### src/rtl/temp_setpoint_ctrl_if.sv
// Control/feedback bundle between the setpoint controller and its driver/plant.
// The master drives enable, setpoint load and temp feedback; the slave is the controller.
interface temp_setpoint_ctrl_if;
  logic       en;
  logic [6:0] sp_in;
  logic       sp_load;
  logic [6:0] temp;
  logic       inc;
  logic       dec;
  logic [6:0] sp_out;
  logic [1:0] state;
  logic       at_target;
  logic       fault;

  modport master (
    output en, sp_in, sp_load, temp,
    input  inc, dec, sp_out, state, at_target, fault
  );

  modport slave (
    input  en, sp_in, sp_load, temp,
    output inc, dec, sp_out, state, at_target, fault
  );
endinterface

### src/rtl/temp_setpoint_ctrl.sv
// Bang-bang temperature setpoint controller with hysteresis and spaced inc/dec pulses.
// Define TEMP_CTRL_STALL_DETECT_EN to add stall detection (fault on repeated ineffective pulses).
//
// state  | meaning
// IDLE   | disabled or faulted, no pulses
// HEAT   | below band, issuing inc pulses every STEP_GAP+1 cycles
// COOL   | above band, issuing dec pulses every STEP_GAP+1 cycles
// SETTLE | inside band, at_target high
module temp_setpoint_ctrl #(
  parameter int STEP_GAP = 2,
  parameter int HYST     = 2,
  parameter int SP_MIN   = 28,
  parameter int SP_MAX   = 80,
  parameter int SP_RESET = 30
`ifdef TEMP_CTRL_STALL_DETECT_EN
  , parameter int STALL_LIMIT = 4
`endif
) (
  input  logic clk,
  input  logic rst,
  temp_setpoint_ctrl_if.slave bus
);

  typedef enum logic [1:0] {
    IDLE   = 2'd0,
    HEAT   = 2'd1,
    COOL   = 2'd2,
    SETTLE = 2'd3
  } state_t;

  localparam logic [3:0] GAP4  = 4'(STEP_GAP);
  localparam logic [7:0] HYST8 = 8'(HYST);
  localparam logic [6:0] SPMIN = 7'(SP_MIN);
  localparam logic [6:0] SPMAX = 7'(SP_MAX);

  state_t     state_q, state_d;
  logic [6:0] sp_q, sp_d;
  logic [3:0] gap_q, gap_d;
  logic       inc_q, inc_d, dec_q, dec_d;
  logic [7:0] sp8, temp8, sp_lo, sp_hi;
  logic       stall_trip, fault_hold;

  // Band math is done at 8 bits so sp+HYST cannot wrap and sp-HYST saturates at 0.
  assign sp8   = {1'b0, sp_q};
  assign temp8 = {1'b0, bus.temp};
  assign sp_lo = (sp8 >= HYST8) ? (sp8 - HYST8) : 8'd0;
  assign sp_hi = sp8 + HYST8;

  always_comb begin
    sp_d = sp_q;
    if (bus.sp_load) begin
      if (bus.sp_in < SPMIN)      sp_d = SPMIN;
      else if (bus.sp_in > SPMAX) sp_d = SPMAX;
      else                        sp_d = bus.sp_in;
    end
  end

  always_comb begin
    state_d = state_q;
    gap_d   = gap_q;
    inc_d   = 1'b0;
    dec_d   = 1'b0;
    if (!bus.en || fault_hold) begin
      state_d = IDLE;
      gap_d   = 4'd0;
    end else begin
      case (state_q)
        IDLE: begin
          gap_d = 4'd0;
          if (temp8 < sp_lo)      state_d = HEAT;
          else if (temp8 > sp_hi) state_d = COOL;
          else                    state_d = SETTLE;
        end
        HEAT: begin
          if (gap_q != 4'd0)      gap_d = gap_q - 4'd1;
          else if (temp8 >= sp8)  state_d = SETTLE;
          else if (stall_trip)    state_d = IDLE;
          else begin
            inc_d = 1'b1;
            gap_d = GAP4;
          end
        end
        COOL: begin
          if (gap_q != 4'd0)      gap_d = gap_q - 4'd1;
          else if (temp8 <= sp8)  state_d = SETTLE;
          else if (stall_trip)    state_d = IDLE;
          else begin
            dec_d = 1'b1;
            gap_d = GAP4;
          end
        end
        SETTLE: begin
          gap_d = 4'd0;
          if (temp8 < sp_lo)      state_d = HEAT;
          else if (temp8 > sp_hi) state_d = COOL;
        end
        default: state_d = IDLE;
      endcase
    end
  end

  always_ff @(posedge clk or posedge rst) begin
    if (rst) begin
      state_q <= IDLE;
      sp_q    <= 7'(SP_RESET);
      gap_q   <= 4'd0;
      inc_q   <= 1'b0;
      dec_q   <= 1'b0;
    end else begin
      state_q <= state_d;
      sp_q    <= sp_d;
      gap_q   <= gap_d;
      inc_q   <= inc_d;
      dec_q   <= dec_d;
    end
  end

`ifdef TEMP_CTRL_STALL_DETECT_EN
  localparam logic [3:0] STALL_LIM4 = 4'(STALL_LIMIT);

  logic [6:0] temp_lat;
  logic [3:0] stall_cnt;
  logic       pulse_pend, fault_q, en_q;
  logic       decide, same_temp, fault_clr;

  // A decision edge that would otherwise emit another pulse.
  assign decide     = bus.en && !fault_hold && (gap_q == 4'd0) &&
                      (((state_q == HEAT) && (temp8 < sp8)) ||
                       ((state_q == COOL) && (temp8 > sp8)));
  assign same_temp  = pulse_pend && (bus.temp == temp_lat);
  assign stall_trip = decide && same_temp && ((stall_cnt + 4'd1) >= STALL_LIM4);
  assign fault_clr  = fault_q && bus.en && !en_q;
  assign fault_hold = fault_q && !fault_clr;
  assign bus.fault  = fault_q;

  always_ff @(posedge clk or posedge rst) begin
    if (rst) begin
      temp_lat   <= 7'd0;
      stall_cnt  <= 4'd0;
      pulse_pend <= 1'b0;
      fault_q    <= 1'b0;
      en_q       <= 1'b0;
    end else begin
      en_q <= bus.en;
      if (stall_trip)     fault_q <= 1'b1;
      else if (fault_clr) fault_q <= 1'b0;
      if (inc_d || dec_d) begin
        temp_lat   <= bus.temp;
        pulse_pend <= 1'b1;
      end
      if ((state_d != HEAT) && (state_d != COOL)) begin
        stall_cnt  <= 4'd0;
        pulse_pend <= 1'b0;
      end else if (decide) begin
        stall_cnt <= same_temp ? (stall_cnt + 4'd1) : 4'd0;
      end
    end
  end
`else
  assign stall_trip = 1'b0;
  assign fault_hold = 1'b0;
  assign bus.fault  = 1'b0;
`endif

  assign bus.inc       = inc_q;
  assign bus.dec       = dec_q;
  assign bus.sp_out    = sp_q;
  assign bus.state     = state_q;
  assign bus.at_target = (state_q == SETTLE);

endmodule
### src/flat_wrapper.sv
// flat-port wrapper written by rule: the top's interface ports become plain ports
module temp_setpoint_ctrl_flat 
#(
  parameter int STEP_GAP = 2,
  parameter int HYST     = 2,
  parameter int SP_MIN   = 28,
  parameter int SP_MAX   = 80,
  parameter int SP_RESET = 30

)
  (clk, rst, bus_en, bus_sp_in, bus_sp_load, bus_temp, bus_inc, bus_dec, bus_sp_out, bus_state, bus_at_target, bus_fault);
  temp_setpoint_ctrl_if bus_i ();
  input  logic clk;
  input  logic rst;
  input wire logic [$bits(bus_i.en)-1:0] bus_en;
  input wire logic [$bits(bus_i.sp_in)-1:0] bus_sp_in;
  input wire logic [$bits(bus_i.sp_load)-1:0] bus_sp_load;
  input wire logic [$bits(bus_i.temp)-1:0] bus_temp;
  output wire logic [$bits(bus_i.inc)-1:0] bus_inc;
  output wire logic [$bits(bus_i.dec)-1:0] bus_dec;
  output wire logic [$bits(bus_i.sp_out)-1:0] bus_sp_out;
  output wire logic [$bits(bus_i.state)-1:0] bus_state;
  output wire logic [$bits(bus_i.at_target)-1:0] bus_at_target;
  output wire logic [$bits(bus_i.fault)-1:0] bus_fault;
  assign bus_i.en = bus_en;
  assign bus_i.sp_in = bus_sp_in;
  assign bus_i.sp_load = bus_sp_load;
  assign bus_i.temp = bus_temp;
  assign bus_inc = bus_i.inc;
  assign bus_dec = bus_i.dec;
  assign bus_sp_out = bus_i.sp_out;
  assign bus_state = bus_i.state;
  assign bus_at_target = bus_i.at_target;
  assign bus_fault = bus_i.fault;
  temp_setpoint_ctrl #(.STEP_GAP(STEP_GAP), .HYST(HYST), .SP_MIN(SP_MIN), .SP_MAX(SP_MAX), .SP_RESET(SP_RESET)) u_core (.clk(clk), .rst(rst), .bus(bus_i));
endmodule
### config.mk
export PLATFORM = sky130hd
export DESIGN_NAME = temp_setpoint_ctrl_flat
export DESIGN_NICKNAME = d
export VERILOG_FILES = /design/src/rtl/temp_setpoint_ctrl_if.sv /design/src/rtl/temp_setpoint_ctrl.sv /design/src/flat_wrapper.sv
export SDC_FILE = /design/constraint.sdc
export NUM_CORES = 1
export LEC_CHECK = 0
export CORE_UTILIZATION = 52
export DETAILED_ROUTE_END_ITERATION = 12
export PLACE_DENSITY_LB_ADDON = 0.25
export SLEW_MARGIN = 30
export SYNTH_ARGS = -nofsm -noshare
export SYNTH_HDL_FRONTEND = slang
export SYNTH_SLANG_ARGS = --single-unit
### constraint.sdc
create_clock -name clk -period 3.07 [get_ports clk]
set_input_delay 0.614 -clock clk [delete_from_list [all_inputs] [get_ports clk]]
set_output_delay 0.614 -clock clk [all_outputs]
set_load 0.05 [all_outputs]
==> results_tabular.tex, run 1 <==
\begin{tabular}{lr}
\hline
Metric & Value \\
\hline
\multicolumn{2}{l}{\textbf{Synth}} \\
\quad Post-Synthesis Cell Area & 1560 µm² \\
\quad Synthesized instance count & between 150 and 200 \\
\quad Cell taking the most area after synthesis & ha\_1 \\
\quad Largest cells by area after synthesis & ha\_1 (22\%), dfrtp\_1 (18\%), dfstp\_2 (6.8\%) \\
\quad Post-synthesis area per instance & about 8.4 µm² \\
\quad Sequential-to-total area share from yosys stat & 0.245 \\
\quad Share of Yosys cell area claimed by the top area cell type & 0.217 \\
\quad Number of storage elements in the synthesis netlist & 15 \\
\quad Dominant register cell in the synthesized netlist & dfrtp\_1 \\
\quad Syn Nets & 230 \\
\quad Proportion of register bits with asynchronous set or reset after synthesis & 1.00 \\
\quad EDFF count, synth & 0 \\
\quad Distinct cell type count after synthesis & 48 \\
\quad Yosys warning total & 0 \\
\multicolumn{2}{l}{\textbf{Outcome}} \\
\quad Result of the run & finished, violations left \\
\quad Failing checks & design-rule violations \\
\multicolumn{2}{l}{\textbf{Global route}} \\
\quad Antenna violations before repair & 0 \\
\quad All-layer global routing usage & 0.261 \\
\quad Total gr overflow & 0 \\
\quad Via count of the first global-routing pass & 1410 \\
\quad Largest net degree at the start of global routing & 16 \\
\quad Wire length of the first global-routing pass & 6350 µm \\
\multicolumn{2}{l}{\textbf{Setup path}} \\
\quad Worst Path Required & about 3300 ps \\
\quad CP Class & flop to flop \\
\quad Endpoint kind of the worst setup timing path & flop \\
\quad Arrival time at the worst endpoint & 3130 ps \\
\quad Worst R2R Start & u\_core.bus.sp\_out[3]\$\_DFFE\_PP1P\_ \\
\quad Reg2Reg Depth & 10 \\
\quad Worst R2R Setup Slack & 140 ps \\
\quad Cell mode on critical path & o211ai\_1 \\
\quad Critical path launch point & u\_core.bus.sp\_out[3]\$\_DFFE\_PP1P\_ \\
\quad Max FO, Critical Path & 9 \\
\quad R2r endpoint & u\_core.bus.state[0]\$\_DFFE\_PP0P\_ \\
\quad Critical-path cell with the highest stage delay & or4\_4 \\
\quad Last element of the critical path & u\_core.bus.state[0]\$\_DFFE\_PP0P\_ \\
\quad CP Cell Sequence & or4\_4, or3\_4, nand2\_1, ha\_1, o211ai\_1, a21oi\_1, a221oi\_2, nand2b\_4, o211ai\_1, o32ai\_1 \\
\quad Crit start category & flop \\
\quad Slowest stage delay, CP & 570 ps \\
\multicolumn{2}{l}{\textbf{Final layout}} \\
\quad Post-synthesis to final-layout area growth & 22.7\% \\
\quad Register cell area after layout & 380 µm² \\
\quad Fraction of final layout cells with drive strength greater than 1 & 0.0833 \\
\quad Number of antenna diodes & 0 \\
\quad Number of fill cells in the layout & 241 \\
\quad Footprint of the multi-input gates & roughly 1100 µm² \\
\quad Final net count & 262 \\
\quad Leading cell types in the layout, fill and taps excluded & clkdlybuf4s50\_1 (29), ha\_1 (27), inv\_1 (21) \\
\quad Post-route standard cell area excluding fillers & 1910 µm² \\
\quad Most common cell after layout, fill and taps aside & clkdlybuf4s50\_1 \\
\multicolumn{2}{l}{\textbf{Die}} \\
\quad Die Span X & approximately 57 µm \\
\quad Area of the core & 2810 µm² \\
\quad Initial core utilization & 0.554 \\
\quad IO Pins & 31 \\
\quad Die boundary height & 56.7 µm \\
\quad \# rows & 19 \\
\quad Floorplan die area & 3210 µm² \\
\multicolumn{2}{l}{\textbf{Clocking}} \\
\quad Buffer levels on the longest clock path & 2 \\
\quad Clock latency at the later pin of the worst-skew pair & 300 ps \\
\quad Clock-pin slew on the worst setup and hold paths & approximately 110 ps \\
\quad H-tree depth & 1 \\
\quad CTS tree & done \\
\quad Hold Buf Count CTS & 0 \\
\quad Postcts setup bufs & 0 \\
\quad Library cell used as clock root buffer & clkbuf\_4 \\
\quad CTS sink count & 15 \\
\quad Clock buffer count from CTS & 3 \\
\multicolumn{2}{l}{\textbf{Pwr}} \\
\quad Total power draw & 1.01 mW \\
\quad Total power divided by cell area & 528 nW/µm² \\
\quad Largest vdd supply drop & 0.394 mV \\
\quad Leak Pwr & 0.883 nW \\
\multicolumn{2}{l}{\textbf{Route}} \\
\quad DRC errors left & 4 \\
\quad Vias & 1479 \\
\quad Remaining antenna violation count & 0 \\
\quad Vias per inst & around 6 \\
\quad First-iteration detailed-routing DRC count & 85 \\
\quad Wirelength per Cell & 15.2 µm \\
\quad Total iterations of the first detailed-routing run & 8 \\
\quad Total Wirelength & 3760 µm \\
\multicolumn{2}{l}{\textbf{Timing}} \\
\quad Setup slack after layout & 143 ps \\
\quad Setup total negative slack & 0 ps \\
\quad Post-layout minimum cycle time & about 2900 ps \\
\quad Max-slew violations & 0 \\
\quad Highest clock frequency the design can meet & 342 MHz \\
\quad Measured slew at the worst slew-check pin & roughly 560 ps \\
\quad Final clock skew & around 17 ps \\
\quad Endpoints failing setup & 0 \\
\quad Rel. slew slack & 0.627 \\
\quad Tcrit/Tclk final & 0.953 \\
\quad Final Hold Fails & 0 \\
\quad RSZ-0062 raised after global routing & no \\
\multicolumn{2}{l}{\textbf{Run}} \\
\quad Count of maximum capacitance violations & 0 \\
\multicolumn{2}{l}{\textbf{Placed design}} \\
\quad Global placement routability congestion & 0.995 \\
\quad Port Buf Inserts & 29 \\
\quad Placement-stage worst setup slack & 128 ps \\
\quad Standard cell area after detailed placement & 1870 µm² \\
\quad Final HPWL from detailed placement & 3140 µm \\
\multicolumn{2}{l}{\textbf{Min path}} \\
\quad Path class of the lowest-slack min-delay path & flop to flop \\
\hline
\end{tabular}
[worst min-delay path by stage]
stage | startpoint | endpoint | slack, ps | cells after the start
after global routing | u_core.bus.sp_out[2]$_DFFE_PP1P_ | u_core.bus.sp_out[2]$_DFFE_PP1P_ | 590 | 2
after detailed placement | u_core.bus.sp_out[2]$_DFFE_PP1P_ | u_core.bus.sp_out[2]$_DFFE_PP1P_ | 530 | 2
after floorplan | rst | u_core.bus.dec$_DFF_PP0_ | 510 | 1
after global placement | u_core.bus.sp_out[2]$_DFFE_PP1P_ | u_core.bus.sp_out[2]$_DFFE_PP1P_ | 530 | 2
final | u_core.bus.sp_out[2]$_DFFE_PP1P_ | u_core.bus.sp_out[2]$_DFFE_PP1P_ | 550 | 2
after CTS | u_core.bus.sp_out[2]$_DFFE_PP1P_ | u_core.bus.sp_out[2]$_DFFE_PP1P_ | 550 | 2
[where the power goes]
| part | internal (mW) | total, mW | switching [mW] | leakage [nW] |
|---|---|---|---|---|
| Clock | 0.0484 | 0.118 | 0.0696 | 0.0177 |
| Sequential | 0.238 | 0.280 | 0.0420 | 0.189 |
| Combinational | 0.250 | 0.610 | 0.360 | 0.676 |
[Yosys cell counts (all sizes together), types with 2 or more instances]
library cell	n
or3	2
and2	2
mux2i	3
inv	22
nand3	11
a21oi	15
nand2	13
xnor2	8
dfstp	4
o211ai	4
a211oi	2
nor3	4
nor2	13
buf	2
o22ai	4
ha	27
nand2b	2
o21ai	9
a21o	3
dfrtp	11
[what timing repair did]
item | 4_1_cts | 5_1_grt
endpoints found under the hold margin | 0 | 0
gates resized for setup | 0 | 2
setup endpoints to repair | 0 | 2
[area by class of cell]
cell class	instances	area share
multi-input cells	145	0.567
flip-flops and latches	15	0.199
repair buffers	30	0.156
inverters	22	0.0433
well taps	31	0.0203
clock buffers	3	0.0118
clock inverters	1	0.00262
[worst max-delay path: cells and delay by family (launching register included)]
family	cells	cell delay (ps)
simple gates	4	1200
compound gates	5	980
fa+ha+maj	1	230
flops	1	430
[metal layers]
layer  share of wire  GRT usage  vias to the layer above
met2            0.46      0.413                       41
met5               0          0                        -
met4           0.030      0.146                        0
li1                -          -                      731
met1            0.46      0.336                      697
met3           0.042     0.0415                       10
[per-stage QoR]
step                cells   util  hold WS, ps
floorplan             185      -          511
global placement      243  0.666          533
detailed placement    243  0.666          534
global route          247  0.680          589
CTS                   247  0.676          551
finish                247  0.680          553
[flip-flops by register name, indices dropped and copies added (netlist names)]
signal and cells:
u_core.gap_q 4, u_core.bus.dec 1, u_core.bus.inc 1, u_core.bus.state 2, u_core.bus.sp_out 7
[cell families (layout without fill, tap and decap cells)]
family	after synthesis	after routing	share of synthesized area
AO/OA/AOI/OAI	51	51	0.223
XOR/XNOR	9	9	0.0507
adder cells (fa/ha/maj)	27	27	0.217
buffers and inverters	25	56	0.0676
flip-flops	15	15	0.245
multiplexers	3	3	0.0193
other	1	1	0.00241
AND/OR/NAND/NOR	54	54	0.175
Power figures use the tool's default switching activity.
==> run 2: changes to the inputs <==
--- a/config.mk
+++ b/config.mk
@@ -8,6 +8,7 @@
 export CORE_UTILIZATION = 52
 export DETAILED_ROUTE_END_ITERATION = 12
 export PLACE_DENSITY_LB_ADDON = 0.25
+export SKIP_CTS_REPAIR_TIMING = 1
 export SLEW_MARGIN = 30
 export SYNTH_ARGS = -nofsm -noshare
 export SYNTH_HDL_FRONTEND = slang
==> results of run 2 <==
Same layout as run 1: the final DEF is identical, and so are final timing and power.
==> run 3: changes to the inputs <==
--- a/config.mk
+++ b/config.mk
@@ -5,7 +5,9 @@
 export SDC_FILE = /design/constraint.sdc
 export NUM_CORES = 1
 export LEC_CHECK = 0
-export CORE_UTILIZATION = 52
+export CELL_PAD_IN_SITES_DETAIL_PLACEMENT = 1
+export CELL_PAD_IN_SITES_GLOBAL_PLACEMENT = 1
+export CORE_UTILIZATION = 38
 export DETAILED_ROUTE_END_ITERATION = 12
 export PLACE_DENSITY_LB_ADDON = 0.25
 export SKIP_CTS_REPAIR_TIMING = 1
==> run 3 against run 2 <==
Against the previous run: the flow now finishes without violations; clock skew decreased by 8.5 ps; non-clock buffer count increased by 1; sequential power about the same; global-route usage decreased by 3.4 points.
==> results_tabular.tex, run 3 (synthesis results as in run 1) <==
\begin{tabular}{lr}
\hline
Metric & Value \\
\hline
\multicolumn{2}{l}{\textbf{Pwr}} \\
\quad Total power divided by cell area & roughly 550 nW/µm² \\
\quad Leak Pwr & 0.897 nW \\
\quad Switching Power & 496 µW \\
\quad Combinational cell fraction of total power & 0.591 \\
\quad Largest vdd supply drop & $\sim$0.24 mV \\
\quad Sequential power share & 0.258 \\
\quad Internal Pwr Total & $\sim$590 µW \\
\quad Share of total power consumed by net switching & 0.457 \\
\quad Part of the power in the clock network & 0.151 \\
\multicolumn{2}{l}{\textbf{Timing}} \\
\quad Final clock skew & 8.32 ps \\
\quad RSZ-0062 raised after global routing & no \\
\quad Rel. slew slack & 0.602 \\
\quad Post-layout minimum cycle time & 2930 ps \\
\quad Max-slew violations & 0 \\
\quad Tcrit/Tclk final & 0.953 \\
\quad Endpoints failing setup & 0 \\
\quad Highest clock frequency the design can meet & about 340 MHz \\
\quad Final Hold Fails & 0 \\
\quad Measured slew at the worst slew-check pin & 596 ps \\
\quad Setup total negative slack & 0 ps \\
\multicolumn{2}{l}{\textbf{Route}} \\
\quad Total Wirelength & 4480 µm \\
\quad Total iterations of the first detailed-routing run & 4 \\
\quad DRC errors left & 0 \\
\quad Remaining antenna violation count & 0 \\
\quad Vias per inst & 5.62 \\
\quad Wirelength per Cell & about 17 µm \\
\quad First-iteration detailed-routing DRC count & 44 \\
\quad Vias & 1488 \\
\multicolumn{2}{l}{\textbf{Final layout}} \\
\quad Final cell utilization of the core & 0.516 \\
\quad Most common cell after layout, fill and taps aside & clkdlybuf4s50\_1 \\
\quad Number of fill cells in the layout & between 400 and 500 \\
\quad Final net count & between 200 and 300 \\
\quad Post-synthesis to final-layout area growth & 26.1\% \\
\quad Register cell area after layout & 380 µm² \\
\quad Leading cell types in the layout, fill and taps excluded & clkdlybuf4s50\_1 (29), ha\_1 (27), inv\_1 (21) \\
\quad Number of flip-flops under the largest register name & 7 \\
\quad Fraction of final layout cells with drive strength greater than 1 & 0.0922 \\
\quad Footprint of the multi-input gates & about 1100 µm² \\
\quad Number of antenna diodes & 0 \\
\multicolumn{2}{l}{\textbf{Clocking}} \\
\quad CTS sink count & 15 \\
\quad Clock buffer count from CTS & 3 \\
\quad Library cell used as clock root buffer & clkbuf\_8 \\
\quad Clock-pin slew on the worst setup and hold paths & 70 ps \\
\quad H-tree depth & 1 \\
\quad Buffer levels on the longest clock path & 2 \\
\quad Clock latency at the later pin of the worst-skew pair & 250 ps \\
\quad CTS tree & done \\
\multicolumn{2}{l}{\textbf{Global route}} \\
\quad Antenna violations before repair & 0 \\
\quad Largest net degree at the start of global routing & 16 \\
\quad Wire length of the first global-routing pass & 7450 µm \\
\quad Total gr overflow & 0 \\
\quad Via count of the first global-routing pass & 1546 \\
\quad All-layer global routing usage & 0.226 \\
\multicolumn{2}{l}{\textbf{Setup path}} \\
\quad Arrival time at the worst endpoint & roughly 3100 ps \\
\quad CP Class & flop to flop \\
\quad Critical-path cell with the highest stage delay & or4\_4 \\
\quad R2r endpoint & u\_core.bus.state[1]\$\_DFFE\_PP0P\_ \\
\quad Slowest stage delay, CP & 560 ps \\
\quad Worst Path Required & between 3000 and 4000 ps \\
\quad Worst R2R Start & u\_core.bus.sp\_out[3]\$\_DFFE\_PP1P\_ \\
\quad Crit start category & flop \\
\quad Endpoint kind of the worst setup timing path & flop \\
\quad Worst R2R Setup Slack & 140 ps \\
\quad Critical path's top delay family & simple AND/OR/NAND/NOR gates \\
\quad Max FO, Critical Path & 9 \\
\quad Count of buffer and inverter cells on the critical path & 0 \\
\quad Reg2Reg Depth & 10 \\
\quad CP Cell Sequence & or4\_4, or3\_1, nand2\_1, ha\_1, a21oi\_2, a21oi\_1, a221oi\_2, nand2b\_4, o211a\_1, mux2i\_1 \\
\multicolumn{2}{l}{\textbf{Min path}} \\
\quad Instance count along the most critical hold path & 2 \\
\quad Path class of the lowest-slack min-delay path & flop to flop \\
\quad Worst Hold Path EP & u\_core.gap\_q[3]\$\_DFFE\_PP0P\_ \\
\quad Beginning of the worst hold path & u\_core.gap\_q[3]\$\_DFFE\_PP0P\_ \\
\multicolumn{2}{l}{\textbf{Die}} \\
\quad Initial core utilization & 0.409 \\
\quad Floorplan die area & 4350 µm² \\
\quad \# rows & 22 \\
\quad Area of the core & $\sim$3800 µm² \\
\quad IO Pins & 31 \\
\quad Die boundary height & 66.0 µm \\
\quad Die Span X & 66.0 µm \\
\multicolumn{2}{l}{\textbf{Placed design}} \\
\quad Port Buf Inserts & 29 \\
\quad Final HPWL from detailed placement & 3740 µm \\
\quad Global placement routability congestion & 0.893 \\
\multicolumn{2}{l}{\textbf{Run}} \\
\quad Count of maximum capacitance violations & 0 \\
\multicolumn{2}{l}{\textbf{Outcome}} \\
\quad Result of the run & finished clean \\
\hline
\end{tabular}
run 3: how the worst max path moves through the flow:
stage / startpoint / to / depth (start not counted)
3_5_place_dp: u_core.bus.sp_out[3]$_DFFE_PP1P_ / u_core.bus.state[0]$_DFFE_PP0P_ / 10
4_1_cts: u_core.bus.sp_out[3]$_DFFE_PP1P_ / u_core.bus.state[0]$_DFFE_PP0P_ / 10
2_1_floorplan: u_core.bus.sp_out[3]$_DFFE_PP1P_ / u_core.bus.state[0]$_DFFE_PP0P_ / 11
3_3_place_gp: u_core.bus.sp_out[3]$_DFFE_PP1P_ / u_core.bus.state[0]$_DFFE_PP0P_ / 10
5_1_grt: u_core.bus.sp_out[3]$_DFFE_PP1P_ / u_core.bus.state[1]$_DFFE_PP0P_ / 10
6_report: u_core.bus.sp_out[3]$_DFFE_PP1P_ / u_core.bus.state[1]$_DFFE_PP0P_ / 10
run 3: worst reg2reg max path, stage by stage, from the launching register on:
cell and delay (ps):
dfstp_2 420, or4_4 560, or3_1 380, nand2_1 100, ha_1 260, a21oi_2 160, a21oi_1 100, a221oi_2 300
nand2b_4 190, o211a_1 210, mux2i_1 190
run 3: metal layers:
metal	up-vias	track usage	wire [µm]
met4	0	0.0426	37
met2	29	0.399	2240
li1	732	-	-
met3	6	0.0397	177
met1	721	0.288	2020
met5	-	0	0
run 3: final cells by class:
cell class / instances / share of cell area
Tap cell: 48 / 0.0306
Multi-Input combinational cell: 145 / 0.554
Clock buffer: 3 / 0.0210
Clock inverter: 1 / 0.00255
Timing Repair Buffer: 31 / 0.156
Inverter: 22 / 0.0421
Sequential cell: 15 / 0.194
run 3: per-stage QoR:
step	cells	hold slack (ps)	total power [mW]	worst slack (ps)	area (µm²)
final	265	555	1.08	145	1960
after global routing	265	589	1.16	0.0500	1960
after CTS	265	557	1.08	91.9	1940
after detailed placement	261	545	0.906	95.0	1900
after global placement	261	531	0.875	196	1900
after floorplan	185	511	0.715	132	1560
run 3: power groups by stage:
stage               logic [mW]  clock network [mW]  registers, mW
finish                   0.640               0.163          0.280
global route             0.698               0.177          0.285
CTS                      0.630               0.166          0.280
detailed placement       0.624                   0          0.283
global placement         0.596                   0          0.279
floorplan                0.365                   0          0.351
